### src/rtl/alu_bus_pkg.sv
// Shared definitions for the gated nibble operand bus: nibble width, the
// collector FSM encoding and the bit positions of the sticky error flags.
package alu_bus_pkg;

  localparam int NIB_W = 4;
  localparam int CNT_W = 3;

  typedef enum logic [1:0] {
    ST_IDLE    = 2'd0,
    ST_COLLECT = 2'd1,
    ST_HOLD    = 2'd2
  } state_e;

  localparam int ERR_OVERRUN = 0;
  localparam int ERR_BUS     = 1;
  localparam int ERR_N       = 2;

endpackage

### src/rtl/nibble_shadow_reg.sv
// Shadow register that accumulates nibbles of the word under construction.
// o_next is the register contents with this cycle's write already applied.
module nibble_shadow_reg
  import alu_bus_pkg::*;
#(
  parameter int NIBBLES = 4
) (
  input  logic                       clock,
  input  logic                       reset,
  input  logic                       i_wr_en,
  input  logic [CNT_W-1:0]           i_wr_idx,
  input  logic [NIB_W-1:0]           i_wr_nib,
  input  logic                       i_clr,
  output logic [NIB_W*NIBBLES-1:0]   o_next
);

  logic [NIB_W*NIBBLES-1:0] r_data;
  logic [NIBBLES-1:0]       w_we;

  for (genvar k = 0; k < NIBBLES; k++) begin : g_nib
    assign w_we[k] = i_wr_en && (i_wr_idx == CNT_W'(k));
    assign o_next[k*NIB_W +: NIB_W] = w_we[k] ? i_wr_nib : r_data[k*NIB_W +: NIB_W];
  end

  // Clearing after each completed word keeps unfilled upper nibbles zero.
  always_ff @(posedge clock) begin
    if (reset || i_clr) begin
      r_data <= '0;
    end else begin
      r_data <= o_next;
    end
  end

endmodule

### src/rtl/nibble_bus_collector.sv
// Assembles qualified nibbles (LSB first) from the gated operand bus into a
// word and offers it downstream; reports dropped nibbles and bus glitches.
//
// Handshake: word_out is offered while word_valid=1 and held stable; the
// transfer happens on the rising edge where word_valid=1 and word_ready=1.
// word_ready is ignored while word_valid=0.
module nibble_bus_collector
  import alu_bus_pkg::*;
#(
  parameter int NIBBLES = 4
) (
  input  logic                       clock,
  input  logic                       reset,
  input  logic [NIB_W-1:0]           bus_data,
  input  logic                       bus_sel,
  input  logic                       bus_last,
  output logic [NIB_W*NIBBLES-1:0]   word_out,
  output logic                       word_valid,
  input  logic                       word_ready,
  output logic [CNT_W-1:0]           nib_count,
  output logic                       overrun,
  output logic                       bus_err,
  input  logic                       err_clr,
  output state_e                     dbg_state
);

  state_e                   r_state;
  state_e                   w_state_nxt;
  logic [CNT_W-1:0]         r_nib_count;
  logic [CNT_W-1:0]         w_count_nxt;
  logic [CNT_W-1:0]         w_idx;
  logic [NIB_W*NIBBLES-1:0] r_word_out;
  logic [NIB_W*NIBBLES-1:0] w_shadow_next;
  logic [ERR_N-1:0]         r_err;
  logic [ERR_N-1:0]         w_err_set;
  logic                     w_accept;
  logic                     w_final;
  logic                     w_load;

  nibble_shadow_reg #(
    .NIBBLES (NIBBLES)
  ) u_shadow (
    .clock    (clock),
    .reset    (reset),
    .i_wr_en  (w_accept),
    .i_wr_idx (w_idx),
    .i_wr_nib (bus_data),
    .i_clr    (w_load),
    .o_next   (w_shadow_next)
  );

  always_ff @(posedge clock) begin
    if (reset) begin
      r_state     <= ST_IDLE;
      r_nib_count <= '0;
    end else begin
      r_state     <= w_state_nxt;
      r_nib_count <= w_count_nxt;
    end
  end

  // In HOLD a nibble is only taken as a handoff; it always starts a new word.
  always_comb begin
    w_state_nxt = r_state;
    w_count_nxt = r_nib_count;
    w_idx       = r_nib_count;
    w_accept    = 1'b0;
    w_final     = 1'b0;
    w_load      = 1'b0;
    case (r_state)
      ST_IDLE, ST_COLLECT: begin
        w_accept = bus_sel;
      end
      ST_HOLD: begin
        w_idx = '0;
        if (word_ready) begin
          w_accept    = bus_sel;
          w_state_nxt = ST_IDLE;
          w_count_nxt = '0;
        end
      end
      default: begin
        w_state_nxt = ST_IDLE;
        w_count_nxt = '0;
      end
    endcase
    w_final = bus_last || (w_idx == CNT_W'(NIBBLES - 1));
    if (w_accept) begin
      if (w_final) begin
        w_state_nxt = ST_HOLD;
        w_count_nxt = '0;
        w_load      = 1'b1;
      end else begin
        w_state_nxt = ST_COLLECT;
        w_count_nxt = w_idx + 3'd1;
      end
    end
  end

  always_ff @(posedge clock) begin
    if (reset) begin
      r_word_out <= '0;
    end else if (w_load) begin
      r_word_out <= w_shadow_next;
    end
  end

  always_comb begin
    w_err_set              = '0;
    w_err_set[ERR_OVERRUN] = bus_sel && (r_state == ST_HOLD) && !word_ready;
    w_err_set[ERR_BUS]     = !bus_sel && (bus_data != '0);
  end

  // A new error in the same cycle as err_clr leaves the flag set.
  always_ff @(posedge clock) begin
    if (reset) begin
      r_err <= '0;
    end else begin
      r_err <= (err_clr ? '0 : r_err) | w_err_set;
    end
  end

  assign word_out   = r_word_out;
  assign word_valid = (r_state == ST_HOLD);
  assign nib_count  = r_nib_count;
  assign overrun    = r_err[ERR_OVERRUN];
  assign bus_err    = r_err[ERR_BUS];
  assign dbg_state  = r_state;

endmodule

### config.mk
export PLATFORM = sky130hd
export DESIGN_NAME = nibble_bus_collector
export DESIGN_NICKNAME = d
export VERILOG_FILES = /design/src/rtl/alu_bus_pkg.sv /design/src/rtl/nibble_shadow_reg.sv /design/src/rtl/nibble_bus_collector.sv
export SDC_FILE = /design/constraint.sdc
export NUM_CORES = 1
export LEC_CHECK = 0
export ABC_AREA = 1
export CORE_MARGIN = 8
export CORE_UTILIZATION = 54
export CTS_CLUSTER_SIZE = 25
export DETAILED_ROUTE_END_ITERATION = 10
export PLACE_DENSITY = 0.83
export SLEW_MARGIN = 20
export SYNTH_ARGS = -nofsm -noshare
export SYNTH_HDL_FRONTEND = slang
export SYNTH_SLANG_ARGS = --single-unit
### constraint.sdc
create_clock -name clock -period 3.35 [get_ports clock]
set_clock_uncertainty 0.05 [all_clocks]
set_input_delay 0.335 -clock clock [delete_from_list [all_inputs] [get_ports clock]]
set_output_delay 0.335 -clock clock [all_outputs]
set_load 0.02 [all_outputs]
; Word-level counts from Yosys, hierarchy flattened
; Index checks and enable logic that the tools add are counted.
[totals]
regBits = 39
wordCells = 48
latchBits = 0
n_memories = 0
romBits = 0
ramBits = 0
[classes]
addsub = 1
n_eq_ne = 7
magnitude_cmp = 0
div = 0
muxes = 18
n_reduce_logical = 16
n_mul = 0
shifts = 0
n_bitwise = 1
[op_table]
columns = operator, count
row1 = $mux 4, 4
row2 = $mux 3, 4
row3 = $mux 2, 4
row4 = $logic_and 1x1->1, 7
row5 = $eq 3x2->1 const B, 2
row6 = $pmux 3 s2, 1
row7 = $pmux 2 s2, 1
row8 = $reduce_bool 4->1, 1
row9 = $add 3x1->3 const B, 1
row10 = $eq 3x1->1 const B, 1
row11 = $logic_not 3->1, 1
row12 = $mux 1, 3
row13 = $ne 3x1->1 const B, 1
row14 = $eq 2x1->1 const B, 1
row15 = $eq 2x2->1 const B, 1
row16 = $logic_not 1->1, 2
row17 = $logic_not 2->1, 1
row18 = $logic_or 1x1->1, 2
row19 = $ne 2x1->1 const B, 1
row20 = $or 2x2->2, 1
row21 = $pmux 1 s2, 1
row22 = $reduce_and 2->1, 1
row23 = $reduce_or 2->1, 1

; Longest topological paths before layout
[depth]
depth_word = 7
depth_mapped = 13

; Modules after synthesis
; Synthesis repeated with hierarchy kept, for this count alone.
[hier_totals]
cells_unflattened = 336
hier_area_um2 = 2158.3
[modules_own_cells]
columns = mod, seq_area_each_um2, cells_per_inst, area_per_inst_um2, instances
row1 = nibble_bus_collector, 460.4, 200, 1341.3, 1
row2 = nibble_shadow_reg, 320.3, 136, 817.0, 1

; Least setup slack after synthesis
; No wires, ideal clock.
[synth_timing]
path_type = register to register
from = register r_state[0] (netlist: dbg_state[0])
to = register r_word_out[0] (netlist: word_out[0])
stages_incl_launch_ff = 13
arrival_ps = 1817
period_less_slack_ps = 1925
slack_ps = 1425
path_cell_list = dfxtp_1 > inv_1 > nand2_1 > nand2_1 > ha_1 > inv_1 > nand2_1 > nand2_4 > nand2_4 > inv_2 > buf_6 > nand2_1 > nand2_1
[synth_via]
elab_chain_len = 6
elab_cells_between_ends = 13
classes_between = 3 x eq/ne / 5 x mux / 5 x reduce/logical
[synth_lines]
columns = item, line
row1 = "start, declared", nibble_bus_collector.sv:27  ; state_e r_state;
row2 = "start signal, assigned", nibble_bus_collector.sv:57  ; r_state <= w_state_nxt;
row3 = $eq 2x2->1, nibble_bus_collector.sv:70  ; case (r_state)
row4 = $mux 3, nibble_bus_collector.sv:70
row5 = $eq 3x2->1, nibble_bus_collector.sv:87  ; w_final = bus_last || (w_idx == CNT_W'(NIBBLES - 1));
row6 = $logic_or 1x1->1, nibble_bus_collector.sv:87
row7 = $mux 1, nibble_bus_collector.sv:89  ; if (w_final) begin
row8 = $mux 1, nibble_bus_collector.sv:88  ; if (w_accept) begin
row9 = "end signal, assigned", nibble_bus_collector.sv:104  ; r_word_out <= w_shadow_next;
row10 = "end, declared", nibble_bus_collector.sv:32  ; logic [NIB_W*NIBBLES-1:0] r_word_out;
; Several ways; a longest one is shown, not always the timed one.
; A chain may end at the register's enable or synchronous reset.

; Worst setup path after layout
[layout_timing]
from = register r_state[0] (netlist: dbg_state[0])
to = register r_word_out[13] (netlist: word_out[13])
[layout_via]
elab_chain_len = 6
elab_cells_between_ends = 12
classes_between = 3 x eq/ne / 5 x mux / 4 x reduce/logical
[layout_lines]
columns = item, line
row1 = $eq 2x2->1, nibble_bus_collector.sv:70
row2 = $mux 3, nibble_bus_collector.sv:70
row3 = $eq 3x2->1, "nibble_shadow_reg.sv:21, nibble_bus_collector.sv:87"
row4 = $logic_or 1x1->1, nibble_bus_collector.sv:87
row5 = $mux 1, nibble_bus_collector.sv:89
row6 = $mux 1, nibble_bus_collector.sv:88
; Several ways; a longest one is shown, not always the timed one.

==> impl_metrics.py <==
metrics = {
    "run_status": {
        "status": "completed",
    },
    "setup_path": {
        "reg2reg_from": "dbg_state[0]$_SDFFE_PP0P_",
        "reg2reg_depth": 11,
        "path_class": "register to register",
        "worst_r2r_endpoint": "word_out[13]$_SDFFE_PP0P_",
        "startpoint": "dbg_state[0]$_SDFFE_PP0P_",
        "arrival_ps": 2360,
        "r2r_slack_ps": 1240,
        "worst-path-max-fanout": 17,
        "startpoint_type": "register",
        "worstPathRequired_ps": 3600,
        "cp-end-kind": "register",
    },
    "die": {
        "rows": 20,
        "ios": 34,
        "core_mm2": 0.00300,
        "start_util_pct": 56.0,
        "die_y_um": 71.8,
        "die-area_mm2": 0.00515,
        "chipWidth_um": 71.8,
    },
    "clock_network": {
        "cts_made_buffers": 5,
        "root_buffer": "clkbuf_4",
        "cts-resized-gates": 0,
        "ctsLongestPathBuffers": 2,
        "clkLatencyLatePin_ps": 340,
        "path_clk_slew_ps": 110,
        "numClockSinks": 39,
        "cts_max_level": 2,
        "hold_buffers": 0,
        "cts_tree": "done",
        "cts_setup_buffers": 0,
    },
    "global_routing": {
        "grt.total_usage_pct": 14.8,
        "first_global_vias": 1355,
        "antenna_found_initial": 0,
        "grt_max_degree": 18,
        "overflow": 0,
        "grt_pass1_wl_um": 6040,
    },
    "yosys": {
        "syn_inst": 233,
        "avgSynthCellArea_um2": 7.21,
        "yosysTopAreaCellShare_pct": 46.5,
        "synthTopCellsByArea": "dfxtp_1, nand2_1, nand3_1",
        "syn_nets": 244,
        "ys_seq_area_share_pct": 46.5,
        "synth-seq-cells": 39,
        "yosys_warnings": 0,
        "yosysTopAreaCell": "dfxtp_1",
        "synth_area_mm2": 0.00168,
        "ys_types": 20,
    },
    "layout": {
        "final_cell_mix": "nand2_1, dfxtp_1, clkdlybuf4s50_1",
        "antenna_cells": 0,
        "nNetsFinal": 278,
        "final_area_mm2": 0.00205,
        "drive_gt1_share_pct": 5.22,
        "areaGrowthSynthToFinish_pct": 22.2,
        "final_common_cell": "nand2_1",
    },
    "hold_path": {
        "min_from": "word_out[3]$_SDFFE_PP0P_",
        "hp-class": "register to register",
        "worst_hold_path.endpoint": "word_out[3]$_SDFFE_PP0P_",
        "holdPathStages": 2,
    },
    "power_and_ir_drop": {
        "p_total_mw": 0.827,
        "swShare_pct": 27.3,
        "p_clk_share_pct": 27.6,
        "p_seq_share_pct": 58.6,
        "power.internal_mw": 0.601,
        "power_frac_comb_pct": 13.8,
        "power_density_mw_per_mm2": 403,
        "leakage_nw": 0.903,
        "peakVddDrop_uv": 311,
        "p_switching_mw": 0.225,
    },
    "detailed_routing": {
        "drt-pass1-iter-count": 4,
        "num_vias": 1536,
        "wl_per_cell_um": 11.9,
        "drt_iter0_markers": 184,
        "routed_wl_um": 3570,
        "vias_per_cell": 5.10,
        "ant_nets": 0,
        "drc": 0,
    },
    "timing": {
        "setup_violations": 0,
        "rsz0062_at_grt": "false",
        "worst_slew_pin_slew_ps": 484,
        "period_share_pct": 62.9,
        "hold_viol": 0,
        "slew_headroom_pct": 67.4,
        "fin_setup_tns_ps": 0,
        "min_period_ps": 2110,
        "finalMaxSlewViolations": 0,
        "fmax_ghz": 0.475,
    },
    "placed_design": {
        "hpwl_um": 2570,
        "placement.io_buffers": 33,
        "placed_area_mm2": 0.00200,
        "gp_congestion": 0.895,
    },
    "run": {
        "max-cap-violations": 0,
    },
}
==> worst max-delay path: stages (launching register included) <==
cell,delay [ps]
dfxtp_1,400
inv_1,90
nand2_1,190
nand2_1,190
ha_1,250
inv_1,70
nand2_1,110
nand2_4,140
nand2_4,140
inv_2,260
nand2_1,100
nand2_1,70
==> worst max-delay path by stage <==
stage                     slack, ps  cells after the start                   endpoint
after global placement         1250                     10  word_out[12]$_SDFFE_PP0P_
after detailed placement       1210                     10  word_out[13]$_SDFFE_PP0P_
after floorplan                1420                     12   word_out[0]$_SDFFE_PP0P_
final                          1240                     11  word_out[13]$_SDFFE_PP0P_
after CTS                      1220                     11  word_out[13]$_SDFFE_PP0P_
after global routing           1020                     11   word_out[6]$_SDFFE_PP0P_
==> layer usage <==
layer / vias up / track usage, % / share of wire [%]
met5: - / 0 / 0
li1: 799 / - / -
met4: 0 / 6.80 / 1.8
met1: 682 / 17.7 / 47
met3: 7 / 4.74 / 7.4
met2: 48 / 23.4 / 44
==> power by group through the flow <==
stage	logic, mW	clock network (mW)	registers (mW)
detailed placement	0.115	0	0.495
floorplan	0.0682	0	0.504
finish	0.114	0.228	0.485
CTS	0.115	0.233	0.485
global route	0.126	0.258	0.486
global placement	0.113	0	0.495
==> cell type report <==
class | instances | area [um^2]
fillers | 276 | 950
clock inverters | 1 | 5.00
multi-input cells | 164 | 761
flip-flops and latches | 39 | 781
clock buffers | 7 | 45.0
repair buffers | 33 | 330
well taps | 33 | 41.3
inverters | 24 | 90.1
==> kinds of logic after synthesis <==
| logic type | Yosys count | share of synthesized area [%] |
|---|---|---|
| simple gates | 145 | 37.8 |
| flops | 39 | 46.5 |
| buf+inv | 30 | 8.26 |
| compound gates | 18 | 6.70 |
| fa+ha+maj | 1 | 0.744 |
==> registers in the layout (all words and copies together) (netlist names) <==
name	cells
u_shadow.r_data	16
word_out	16
nib_count	3
dbg_state	2
r_err	2
==> cell usage after synthesis <==
cell type / number
nand2_4: 2
inv_1: 22
inv_2: 2
buf_2: 3
nor2_8: 1
nand2_1: 82
nand2_2: 1
a21oi_1: 6
o21a_1: 1
or2_2: 1
ha_1: 1
o21ai_0: 3
nor2_1: 25
dfxtp_1: 39
nor3_1: 1
nand3_1: 25
o21bai_1: 8
nand4_1: 6
nor2_4: 1
buf_6: 3
==> metrics by stage <==
stage | setup slack [ps] | std cells | hold slack (ps) | utilization, %
2_1_floorplan | 1420 | 233 | 442 | -
3_3_place_gp | 1250 | 293 | 388 | 66.7
3_5_place_dp | 1210 | 293 | 390 | 66.7
4_1_cts | 1220 | 301 | 408 | 68.4
5_1_grt | 1020 | 301 | 419 | 68.4
6_report | 1240 | 301 | 406 | 68.4
No activity file was read; power rests on OpenSTA's default activity.
